==> src/rtl/mac_job_scheduler_if.sv <==
// Host-side job submission bundle for mac_job_scheduler.
// The master is the host/sequencer that pushes jobs; the slave is the scheduler's job FIFO.
interface mac_job_scheduler_if #(
    parameter int ADDR_W = 16,
    parameter int DATA_W = 32,
    parameter int TAG_W  = 4
);
    logic              job_valid;
    logic              job_ready;
    logic [TAG_W-1:0]  job_tag;
    logic [ADDR_W-1:0] job_weight_base;
    logic [ADDR_W-1:0] job_result_base;
    logic              job_override;
    logic [DATA_W-1:0] job_in_dims;
    logic [DATA_W-1:0] job_wt_dims;

    modport master (
        output job_valid, job_tag, job_weight_base, job_result_base,
               job_override, job_in_dims, job_wt_dims,
        input  job_ready
    );

    modport slave (
        input  job_valid, job_tag, job_weight_base, job_result_base,
               job_override, job_in_dims, job_wt_dims,
        output job_ready
    );
endinterface

==> src/rtl/mac_job_scheduler.sv <==
// Queues matrix-multiply jobs and issues them one at a time to the MAC datapath,
// tracking the MAC ready handshake for completion and guarding against a hung MAC.
//
// state  | meaning
// -------+--------------------------------------------------------------
// IDLE   | waiting for a queued job; pops the FIFO head into mac_* regs
// ISSUE  | mac_valid high, waiting for the MAC to accept (mac_ready)
// BUSY   | MAC computing; watchdog running until the result-commit pulse
// FINISH | result committed, waiting for the MAC hold cycle (ready low)
// SETTLE | waiting for the MAC to return to idle; emits done_valid
module mac_job_scheduler #(
    parameter int ADDR_W  = 16,
    parameter int DATA_W  = 32,
    parameter int DEPTH   = 4,
    parameter int TAG_W   = 4,
    parameter int TIMEOUT = 65535
) (
    input  logic                         clk,
    input  logic                         reset,
    mac_job_scheduler_if.slave           job,
    input  logic                         flush,
    output logic                         mac_valid,
    input  logic                         mac_ready,
    output logic [ADDR_W-1:0]            mac_weight_base,
    output logic [ADDR_W-1:0]            mac_result_base,
    output logic                         mac_override,
    output logic [DATA_W-1:0]            mac_in_dims,
    output logic [DATA_W-1:0]            mac_wt_dims,
    input  logic [DATA_W-1:0]            mac_in_rows,
    input  logic [DATA_W-1:0]            mac_in_cols,
    output logic                         done_valid,
    output logic [TAG_W-1:0]             done_tag,
    output logic [31:0]                  done_dims,
    output logic                         busy,
    output logic [$clog2(DEPTH):0]       queue_count,
    output logic [15:0]                  jobs_done,
    output logic                         timeout_err
);

    localparam int PTR_W = $clog2(DEPTH);
    localparam int QC_W  = PTR_W + 1;
    localparam int WD_W  = $clog2(TIMEOUT + 1);
    localparam logic [WD_W-1:0] WD_LAST = WD_W'(TIMEOUT - 1);

    localparam logic [2:0] S_IDLE   = 3'd0;
    localparam logic [2:0] S_ISSUE  = 3'd1;
    localparam logic [2:0] S_BUSY   = 3'd2;
    localparam logic [2:0] S_FINISH = 3'd3;
    localparam logic [2:0] S_SETTLE = 3'd4;

    typedef struct packed {
        logic [TAG_W-1:0]  tag;
        logic [ADDR_W-1:0] wbase;
        logic [ADDR_W-1:0] rbase;
        logic              ovr;
        logic [DATA_W-1:0] in_dims;
        logic [DATA_W-1:0] wt_dims;
    } job_t;

    job_t             mem [DEPTH];
    job_t             head;
    logic [PTR_W-1:0] wr_ptr;
    logic [PTR_W-1:0] rd_ptr;
    logic [QC_W-1:0]  count;
    logic [2:0]       state;
    logic [WD_W-1:0]  wdog;
    logic [TAG_W-1:0] cur_tag;
    logic [31:0]      cap_dims;
    logic             push;
    logic             pop;
    logic             full;
    logic             empty;

    // Only the low halves of the MAC dimension outputs carry meaning.
    logic unused_dim_bits;
    assign unused_dim_bits = ^{mac_in_rows[DATA_W-1:16], mac_in_cols[DATA_W-1:16]};

    assign full          = (count == QC_W'(DEPTH));
    assign empty         = (count == '0);
    assign job.job_ready = !full;
    assign push          = job.job_valid && !full && !flush;
    assign pop           = (state == S_IDLE) && !empty && !flush;
    assign head          = mem[rd_ptr];

    assign queue_count = count;
    assign busy        = (state != S_IDLE);
    assign mac_valid   = (state == S_ISSUE);
    assign done_valid  = (state == S_SETTLE) && mac_ready;
    assign done_tag    = done_valid ? cur_tag : '0;
    assign done_dims   = done_valid ? cap_dims : '0;

    always_ff @(posedge clk) begin
        if (push) begin
            mem[wr_ptr] <= '{tag:     job.job_tag,
                             wbase:   job.job_weight_base,
                             rbase:   job.job_result_base,
                             ovr:     job.job_override,
                             in_dims: job.job_in_dims,
                             wt_dims: job.job_wt_dims};
        end
    end

    always_ff @(posedge clk) begin
        if (reset) begin
            wr_ptr <= '0;
            rd_ptr <= '0;
            count  <= '0;
        end else if (flush) begin
            wr_ptr <= '0;
            rd_ptr <= '0;
            count  <= '0;
        end else begin
            if (push) wr_ptr <= wr_ptr + PTR_W'(1);
            if (pop)  rd_ptr <= rd_ptr + PTR_W'(1);
            case ({push, pop})
                2'b10:   count <= count + QC_W'(1);
                2'b01:   count <= count - QC_W'(1);
                default: count <= count;
            endcase
        end
    end

    always_ff @(posedge clk) begin
        if (reset) begin
            state           <= S_IDLE;
            wdog            <= '0;
            cur_tag         <= '0;
            cap_dims        <= '0;
            mac_weight_base <= '0;
            mac_result_base <= '0;
            mac_override    <= 1'b0;
            mac_in_dims     <= '0;
            mac_wt_dims     <= '0;
            jobs_done       <= '0;
            timeout_err     <= 1'b0;
        end else begin
            case (state)
                S_IDLE: begin
                    if (pop) begin
                        cur_tag         <= head.tag;
                        mac_weight_base <= head.wbase;
                        mac_result_base <= head.rbase;
                        mac_override    <= head.ovr;
                        mac_in_dims     <= head.in_dims;
                        mac_wt_dims     <= head.wt_dims;
                        state           <= S_ISSUE;
                    end
                end
                S_ISSUE: begin
                    if (mac_ready) begin
                        wdog  <= '0;
                        state <= S_BUSY;
                    end
                end
                S_BUSY: begin
                    if (mac_ready) begin
                        cap_dims <= {mac_in_rows[15:0], mac_in_cols[15:0]};
                        state    <= S_FINISH;
                    end else if (wdog == WD_LAST) begin
                        // Abandon the hung job; its configuration is wiped so it cannot be mistaken for live.
                        timeout_err     <= 1'b1;
                        cur_tag         <= '0;
                        mac_weight_base <= '0;
                        mac_result_base <= '0;
                        mac_override    <= 1'b0;
                        mac_in_dims     <= '0;
                        mac_wt_dims     <= '0;
                        state           <= S_IDLE;
                    end else begin
                        wdog <= wdog + WD_W'(1);
                    end
                end
                S_FINISH: begin
                    if (!mac_ready) state <= S_SETTLE;
                end
                S_SETTLE: begin
                    if (mac_ready) begin
                        jobs_done <= jobs_done + 16'd1;
                        state     <= S_IDLE;
                    end
                end
                default: state <= S_IDLE;
            endcase
        end
    end

endmodule

==> src/flat_wrapper.sv <==
// flat-port wrapper written by rule: the top's interface ports become plain ports
module mac_job_scheduler_flat 
#(
    parameter int ADDR_W  = 16,
    parameter int DATA_W  = 32,
    parameter int DEPTH   = 4,
    parameter int TAG_W   = 4,
    parameter int TIMEOUT = 65535
)
  (clk, reset, flush, mac_valid, mac_ready, mac_weight_base, mac_result_base, mac_override, mac_in_dims, mac_wt_dims, mac_in_rows, mac_in_cols, done_valid, done_tag, done_dims, busy, queue_count, jobs_done, timeout_err, job_job_valid, job_job_tag, job_job_weight_base, job_job_result_base, job_job_override, job_job_in_dims, job_job_wt_dims, job_job_ready);
  mac_job_scheduler_if #(.ADDR_W(ADDR_W), .DATA_W(DATA_W), .TAG_W(TAG_W)) job_i ();
  input  logic clk;
  input  logic reset;
  input  logic flush;
  output logic mac_valid;
  input  logic mac_ready;
  output logic [ADDR_W-1:0] mac_weight_base;
  output logic [ADDR_W-1:0] mac_result_base;
  output logic mac_override;
  output logic [DATA_W-1:0] mac_in_dims;
  output logic [DATA_W-1:0] mac_wt_dims;
  input  logic [DATA_W-1:0] mac_in_rows;
  input  logic [DATA_W-1:0] mac_in_cols;
  output logic done_valid;
  output logic [TAG_W-1:0] done_tag;
  output logic [31:0] done_dims;
  output logic busy;
  output logic [$clog2(DEPTH):0] queue_count;
  output logic [15:0] jobs_done;
  output logic timeout_err;
  input wire logic [$bits(job_i.job_valid)-1:0] job_job_valid;
  input wire logic [$bits(job_i.job_tag)-1:0] job_job_tag;
  input wire logic [$bits(job_i.job_weight_base)-1:0] job_job_weight_base;
  input wire logic [$bits(job_i.job_result_base)-1:0] job_job_result_base;
  input wire logic [$bits(job_i.job_override)-1:0] job_job_override;
  input wire logic [$bits(job_i.job_in_dims)-1:0] job_job_in_dims;
  input wire logic [$bits(job_i.job_wt_dims)-1:0] job_job_wt_dims;
  output wire logic [$bits(job_i.job_ready)-1:0] job_job_ready;
  assign job_i.job_valid = job_job_valid;
  assign job_i.job_tag = job_job_tag;
  assign job_i.job_weight_base = job_job_weight_base;
  assign job_i.job_result_base = job_job_result_base;
  assign job_i.job_override = job_job_override;
  assign job_i.job_in_dims = job_job_in_dims;
  assign job_i.job_wt_dims = job_job_wt_dims;
  assign job_job_ready = job_i.job_ready;
  mac_job_scheduler #(.ADDR_W(ADDR_W), .DATA_W(DATA_W), .DEPTH(DEPTH), .TAG_W(TAG_W), .TIMEOUT(TIMEOUT)) u_core (.clk(clk), .reset(reset), .job(job_i), .flush(flush), .mac_valid(mac_valid), .mac_ready(mac_ready), .mac_weight_base(mac_weight_base), .mac_result_base(mac_result_base), .mac_override(mac_override), .mac_in_dims(mac_in_dims), .mac_wt_dims(mac_wt_dims), .mac_in_rows(mac_in_rows), .mac_in_cols(mac_in_cols), .done_valid(done_valid), .done_tag(done_tag), .done_dims(done_dims), .busy(busy), .queue_count(queue_count), .jobs_done(jobs_done), .timeout_err(timeout_err));
endmodule
==> config.mk <==
export PLATFORM = sky130hd
export DESIGN_NAME = mac_job_scheduler_flat
export DESIGN_NICKNAME = d
export VERILOG_FILES = /design/src/rtl/mac_job_scheduler_if.sv /design/src/rtl/mac_job_scheduler.sv /design/src/flat_wrapper.sv
export SDC_FILE = /design/constraint.sdc
export NUM_CORES = 1
export LEC_CHECK = 0
export CAP_MARGIN = 25
export CORE_UTILIZATION = 54
export CTS_CLUSTER_SIZE = 12
export DETAILED_ROUTE_END_ITERATION = 16
export PLACE_DENSITY = 0.86
export SLEW_MARGIN = 20
export SYNTH_ARGS = -nofsm -noshare
export SYNTH_HDL_FRONTEND = slang
export SYNTH_SLANG_ARGS = --single-unit
==> constraint.sdc <==
create_clock -name clk -period 5.71 [get_ports clk]
set_input_delay 1.713 -clock clk [delete_from_list [all_inputs] [get_ports clk]]
set_output_delay 1.713 -clock clk [all_outputs]
set_load 0.02 [all_outputs]
==> flow_summary_export.csv, run 1 <==
group,metric,value,unit
outcome,status,"completed",
yosys,synthFlopType,"edfxtp_1",
sta,slew_headroom,0.304,
global_route,overflow,0,
yosys,synthMostInstantiatedCell,"edfxtp_1",
drt,vias,12000,
yosys,netlist_instances,1213,
cts,htree_num_levels,2,
cts,cts_root_buffer,"clkbuf_16",
layout,n_antenna_cell,0,
global_route,grt_pass1_vias,12300,
critical_path,r2r_slack,3060,ps
global_route,antenna_found_initial,3,
floorplanning,row_count,72,
pwr,p_switching,1.77,mW
place,dp_slack,414,ps
critical_path,start_kind,"input port",
pwr,ir_drop,0.247,mV
place,place_inst,1971,
floorplanning,initial_utilization,0.548,
layout,utilization,0.681,
global_route,track_usage,0.228,
cts,clk_latency,620,ps
yosys,async_reset_ff_frac,0,
drt,wl_per_cell,21.9,µm
critical_path,startpoint,"mac_ready",
yosys,netlist_area,0.0212,mm²
run,cap_violations,0,
layout,final_layout_size_suffix_gt1_frac,0.129,
layout,fin_cells,2078,
critical_path,worstRegToRegCells,6,
layout,seqCellArea,0.0157,mm²
yosys,synth_edf_count,404,
global_route,grt_pass1_wl,70000,µm
pwr,power_frac_comb,0.052,
yosys,ys_seq_area_frac,0.740,
floorplanning,die_h,200,µm
sta,rsz0062_at_grt,"no",
yosys,synth.top_cell.area_share,0.572,
yosys,synthTopCellsByArea,"edfxtp_1 (57%), dfxtp_1 (17%), mux4_2 (11%)",
place,gp_congestion,0.904,
yosys,yosysUniqueCellTypes,49,
sta,skew,28.9,ps
sta,worst_pin_slew,1040,ps
sta,fin_tns_setup,0,ps
floorplanning,die_area,0.0401,mm²
cts,cts_buffer_depth,3,
place,place_area,0.0247,mm²
critical_path,reg2reg_to,"u_core.mac_in_dims[3]$_SDFFE_PP0P_",
drt,viasPerCell,5.78,
yosys,synth.avg_cell_area,17.5,µm²
yosys,syn-num-nets,1392,
floorplanning,ios,327,
cts,cts_resized,0,
critical_path,crit_required,4000,ps
pwr,power,8.47,mW
floorplanning,coreArea,0.0387,mm²
critical_path,path_class,"input port to output pin",
layout,design_area,0.0264,mm²
pwr,leakagePower,8.47,nW
critical_path,cp.arrival,3620,ps
cts,path_clk_slew,50,ps
cts,cts-buffers-inserted,56,
critical_path,crit_path_max_fanout,34,
place,io_buffer_count,294,
layout,area_delta_synth_final,24.4,%
sta,setup-violations-final,0,
sta,fin_crit_sh,0.934,
sta,hold_viol,0,
sta,final.min_clock_period,5330,ps
sta,whs,449,ps
critical_path,setup.worst_path.end,"done_tag[2]",
pwr,p_sw_frac,0.209,
cts,cts_hold_buf,0,
yosys,synth.largest_area_cell,"edfxtp_1",
cts,cts_setup_buffers,0,
layout,finalNetCount,1692,
cts,clock-sinks,582,
yosys,synth_commonest_cells,"edfxtp_1 (404), dfxtp_1 (178), a22o_1 (101), mux4_2 (101), nand2_1 (85)",
layout,multi_input_area,0.00514,mm²
place,dp_hpwl,26500,µm
sta,max_clock_freq,188,MHz
pwr,p_seq_frac,0.547,
min_path,hold_path_class,"flop to flop",
yosys,synth_seq_cells,582,
pwr,internal_power,6.70,mW
pwr,p_per_area,321,mW/mm²
drt,drc_errors,0,
drt,ant_nets,0,
sta,setup_slack,378,ps
global_route,grt_max_degree,77,
floorplanning,die_x,200,µm
pwr,power.share.clock,0.400,
critical_path,end_kind,"output pin",
layout,fill_cells,2447,
drt,drt_iter0_markers,848,
drt,drtPass1Iterations,5,
critical_path,timing.rr.start,"u_core.wdog[11]$_SDFFE_PP0P_",
cts,cts_tree,"built",
yosys,synth_warnings,0,
sta,drv_slew,0,
drt,wl,45500,µm
worst min path at each step:
stage	from	endpoint	slack (ps)	depth (start not counted)
2_1_floorplan	u_core.cap_dims[0]$_SDFFE_PP0P_	u_core.cap_dims[0]$_SDFFE_PP0P_	430	2
3_5_place_dp	u_core.cap_dims[23]$_SDFFE_PP0P_	u_core.cap_dims[23]$_SDFFE_PP0P_	440	2
6_report	u_core.cap_dims[8]$_SDFFE_PP0P_	u_core.cap_dims[8]$_SDFFE_PP0P_	450	2
5_1_grt	u_core.cap_dims[25]$_SDFFE_PP0P_	u_core.cap_dims[25]$_SDFFE_PP0P_	470	2
3_3_place_gp	u_core.cap_dims[19]$_SDFFE_PP0P_	u_core.cap_dims[19]$_SDFFE_PP0P_	440	2
4_1_cts	u_core.cap_dims[23]$_SDFFE_PP0P_	u_core.cap_dims[23]$_SDFFE_PP0P_	450	2
power by group through the flow:
stage | logic, mW | clock network (mW) | registers (mW)
floorplan | 0.198 | 0 | 4.74
global placement | 0.422 | 0 | 4.72
detailed placement | 0.438 | 0 | 4.72
CTS | 0.441 | 3.45 | 4.64
global route | 0.473 | 3.61 | 4.64
finish | 0.444 | 3.39 | 4.64
metal layers:
metal  vias to the layer above  GRT usage  wire (µm)
met1                      6082      0.282      17500
met3                        79     0.0615       3900
li1                       5362          -          -
met5                         -          0         52
met4                         6     0.0860       1170
met2                       484      0.383      22900
flip-flops by register name, summed over array words and instances, names as in the netlist, named ones only:
name,count
u_core.cap_dims,32
u_core.cur_tag,4
u_core.jobs_done,16
u_core.mac_in_dims,32
u_core.mac_override,1
u_core.mac_result_base,16
u_core.mac_weight_base,16
u_core.mac_wt_dims,32
u_core.mem,404
u_core.queue_count,3
u_core.rd_ptr,2
u_core.state,3
u_core.timeout_err,1
u_core.wdog,16
u_core.wr_ptr,2
final cells by class:
type | instances | area share
Sequential cell | 582 | 0.595
Multi-Input combinational cell | 550 | 0.195
Timing Repair Buffer | 312 | 0.120
Clock buffer | 99 | 0.0605
Tap cell | 518 | 0.0246
Clock inverter | 6 | 0.00323
Inverter | 11 | 0.00157
worst max-delay path, stage by stage:
cell             delay, ps
clkdlybuf4s50_1        510
nand4bb_1              190
inv_1                  130
buf_4                  280
and2_1                 180
clkdlybuf4s50_1        600
placed cells by master, fill, tap and decap left out, drive strengths merged, types with 3 or more instances in the layout:
cell           instances
o31ai                  3
nor4                   6
mux4                 101
xor2                   9
nor3b                  3
clkdlybuf4s50        293
nor2                  39
nor2b                  3
ha                     8
or3                   11
nor3                   6
inv                   12
clkbuf               100
edfxtp               404
o21ai                 12
dfxtp                178
a22oi                  4
o22ai                  3
buf                   18
xnor2                  8
a21oi                 52
nand2                 85
nand4                  8
nand2b                 3
and2                  41
clkinv                 4
nand3                 18
a22o                 101
or4                    4
cell families after synthesis:
logic type	share of synthesized area
flip-flops	0.740
AND/OR/NAND/NOR	0.0575
AO/OA/AOI/OAI	0.0641
multiplexers	0.107
buffers and inverters	0.0186
XOR/XNOR	0.00702
adder cells (fa/ha/maj)	0.00566
Power figures use the tool's default switching activity.
==> run 2: changes to the inputs <==
--- a/config.mk
+++ b/config.mk
@@ -6,10 +6,10 @@
 export NUM_CORES = 1
 export LEC_CHECK = 0
 export CAP_MARGIN = 25
-export CORE_UTILIZATION = 54
+export CORE_UTILIZATION = 44
 export CTS_CLUSTER_SIZE = 12
 export DETAILED_ROUTE_END_ITERATION = 16
-export PLACE_DENSITY = 0.86
+export PLACE_DENSITY = 0.73
 export SLEW_MARGIN = 20
 export SYNTH_ARGS = -nofsm -noshare
 export SYNTH_HDL_FRONTEND = slang
==> flow_summary_export.csv, run 2 (synthesized netlist as in run 1, its figures left out) <==
group,metric,value,unit
floorplanning,initial_utilization,0.445,
floorplanning,die_x,222,µm
global_route,overflow,0,
sta,worst_pin_slew,766,ps
pwr,p_sw_frac,0.208,
critical_path,cp.arrival,3590,ps
sta,fin_tns_setup,0,ps
layout,layout_commonest_cell,"edfxtp_1",
floorplanning,coreArea,0.0476,mm²
cts,cts_setup_buffers,0,
critical_path,start_kind,"input port",
drt,drt_iter0_markers,726,
pwr,power_frac_comb,0.051,
pwr,p_per_area,324,mW/mm²
drt,wl_per_cell,20.9,µm
place,gp_congestion,0.770,
floorplanning,row_count,80,
floorplanning,die_h,222,µm
sta,hold_viol,0,
sta,rsz0062_at_grt,"no",
sta,slew_headroom,0.490,
layout,layout_common_cells,"edfxtp_1 (404), clkdlybuf4s50_1 (293), dfxtp_1 (176), mux4_2 (101), a22o_1 (101)",
layout,final_layout_size_suffix_gt1_frac,0.137,
sta,max_clock_freq,189,MHz
sta,setup-violations-final,0,
run,cap_violations,0,
cts,cts_hold_buf,0,
global_route,grt_pass1_wl,70400,µm
place,place_area,0.0248,mm²
cts,cts_tree,"built",
sta,setup_slack,410,ps
critical_path,crit_required,4000,ps
layout,largest_reg_flops,404,
drt,ant_nets,0,
cts,path_clk_slew,60,ps
global_route,grt_max_degree,102,
drt,drc_errors,0,
pwr,ir_drop,0.309,mV
layout,top_register,"u_core.mem",
global_route,antenna_found_initial,6,
pwr,leakagePower,8.56,nW
cts,htree_num_levels,2,
critical_path,end_kind,"output pin",
place,dp_slack,400,ps
cts,cts_buffer_depth,3,
pwr,internal_power,6.83,mW
pwr,power.share.clock,0.411,
cts,cts_resized,0,
layout,finalNetCount,1699,
drt,viasPerCell,5.39,
critical_path,path_class,"input port to output pin",
layout,design_area,0.0267,mm²
sta,skew,23.1,ps
sta,fin_crit_sh,0.928,
outcome,status,"completed",
global_route,track_usage,0.186,
global_route,grt_pass1_vias,12100,
pwr,p_switching,1.79,mW
floorplanning,die_area,0.0491,mm²
drt,drtPass1Iterations,5,
cts,cts-buffers-inserted,59,
place,dp_hpwl,26800,µm
min_path,hold_path_class,"flop to flop",
floorplanning,ios,327,
sta,drv_slew,0,
drt,vias,11800,
sta,final.min_clock_period,5300,ps
layout,area_delta_synth_final,25.7,%
critical_path,crit_path_max_fanout,43,
place,io_buffer_count,294,
cts,clk_latency,610,ps
pwr,p_seq_frac,0.537,
cts,clock-sinks,582,
cts,cts_root_buffer,"clkbuf_16",
drt,wl,45800,µm
run 2: cell count changes in the layout (fill, tap and decap cells not counted), sizes merged:
cell | before | now
clkinv | 4 | 12
diode | 0 | 7
clkbuf | 100 | 95
buf | 18 | 22
inv | 12 | 13
run 2: power groups by stage:
stage / combinational (mW) / clock (mW) / sequential [mW]
final: 0.442 / 3.55 / 4.63
after global routing: 0.475 / 3.81 / 4.64
after detailed placement: 0.443 / 0 / 4.72
after CTS: 0.445 / 3.64 / 4.63
after global placement: 0.431 / 0 / 4.72
after floorplan: 0.198 / 0 / 4.74
run 2: worst paths after layout:
check	slack, ps	end	startpoint	cells past startpoint
setup / recovery	410	done_tag[1]	mac_ready	6
setup reg to reg	3030	u_core.queue_count[2]$_SDFFE_PP0P_	u_core.state[0]$_SDFFE_PP0P_	8
hold reg to reg	450	u_core.cap_dims[0]$_SDFFE_PP0P_	u_core.cap_dims[0]$_SDFFE_PP0P_	2
hold / removal	450	u_core.cap_dims[0]$_SDFFE_PP0P_	u_core.cap_dims[0]$_SDFFE_PP0P_	2
run 2: stage by stage:
step,util,hold slack [ps],std cells,total power [mW]
final,0.560,450,2190,8.62
after global routing,0.559,467,2184,8.93
after CTS,0.559,451,2181,8.72
after detailed placement,0.521,443,2072,5.17
after global placement,0.521,437,2071,5.15
after floorplan,-,432,1213,4.93
run 2: layout make-up:
type                    count  area (µm²)
multi-input cells         550        5140
fillers                  3723       21000
flip-flops and latches    582       15700
repair buffers            316        3200
clock buffers              94        1690
well taps                 615         769
inverters                  11        41.3
clock inverters            15        90.1
diodes                      7        17.5
run 2: per-layer routing:
| layer | share of wire | track usage |
|---|---|---|
| met1 | 0.41 | 0.233 |
| met2 | 0.49 | 0.310 |
| met3 | 0.082 | 0.0632 |
| met5 | 0.00063 | 0 |
| met4 | 0.019 | 0.0464 |
run 2: critical path: stages:
cell and delay, ps:
clkdlybuf4s50_1 480, nand4bb_1 170, inv_1 90, buf_4 310, and2_1 180, clkdlybuf4s50_1 610
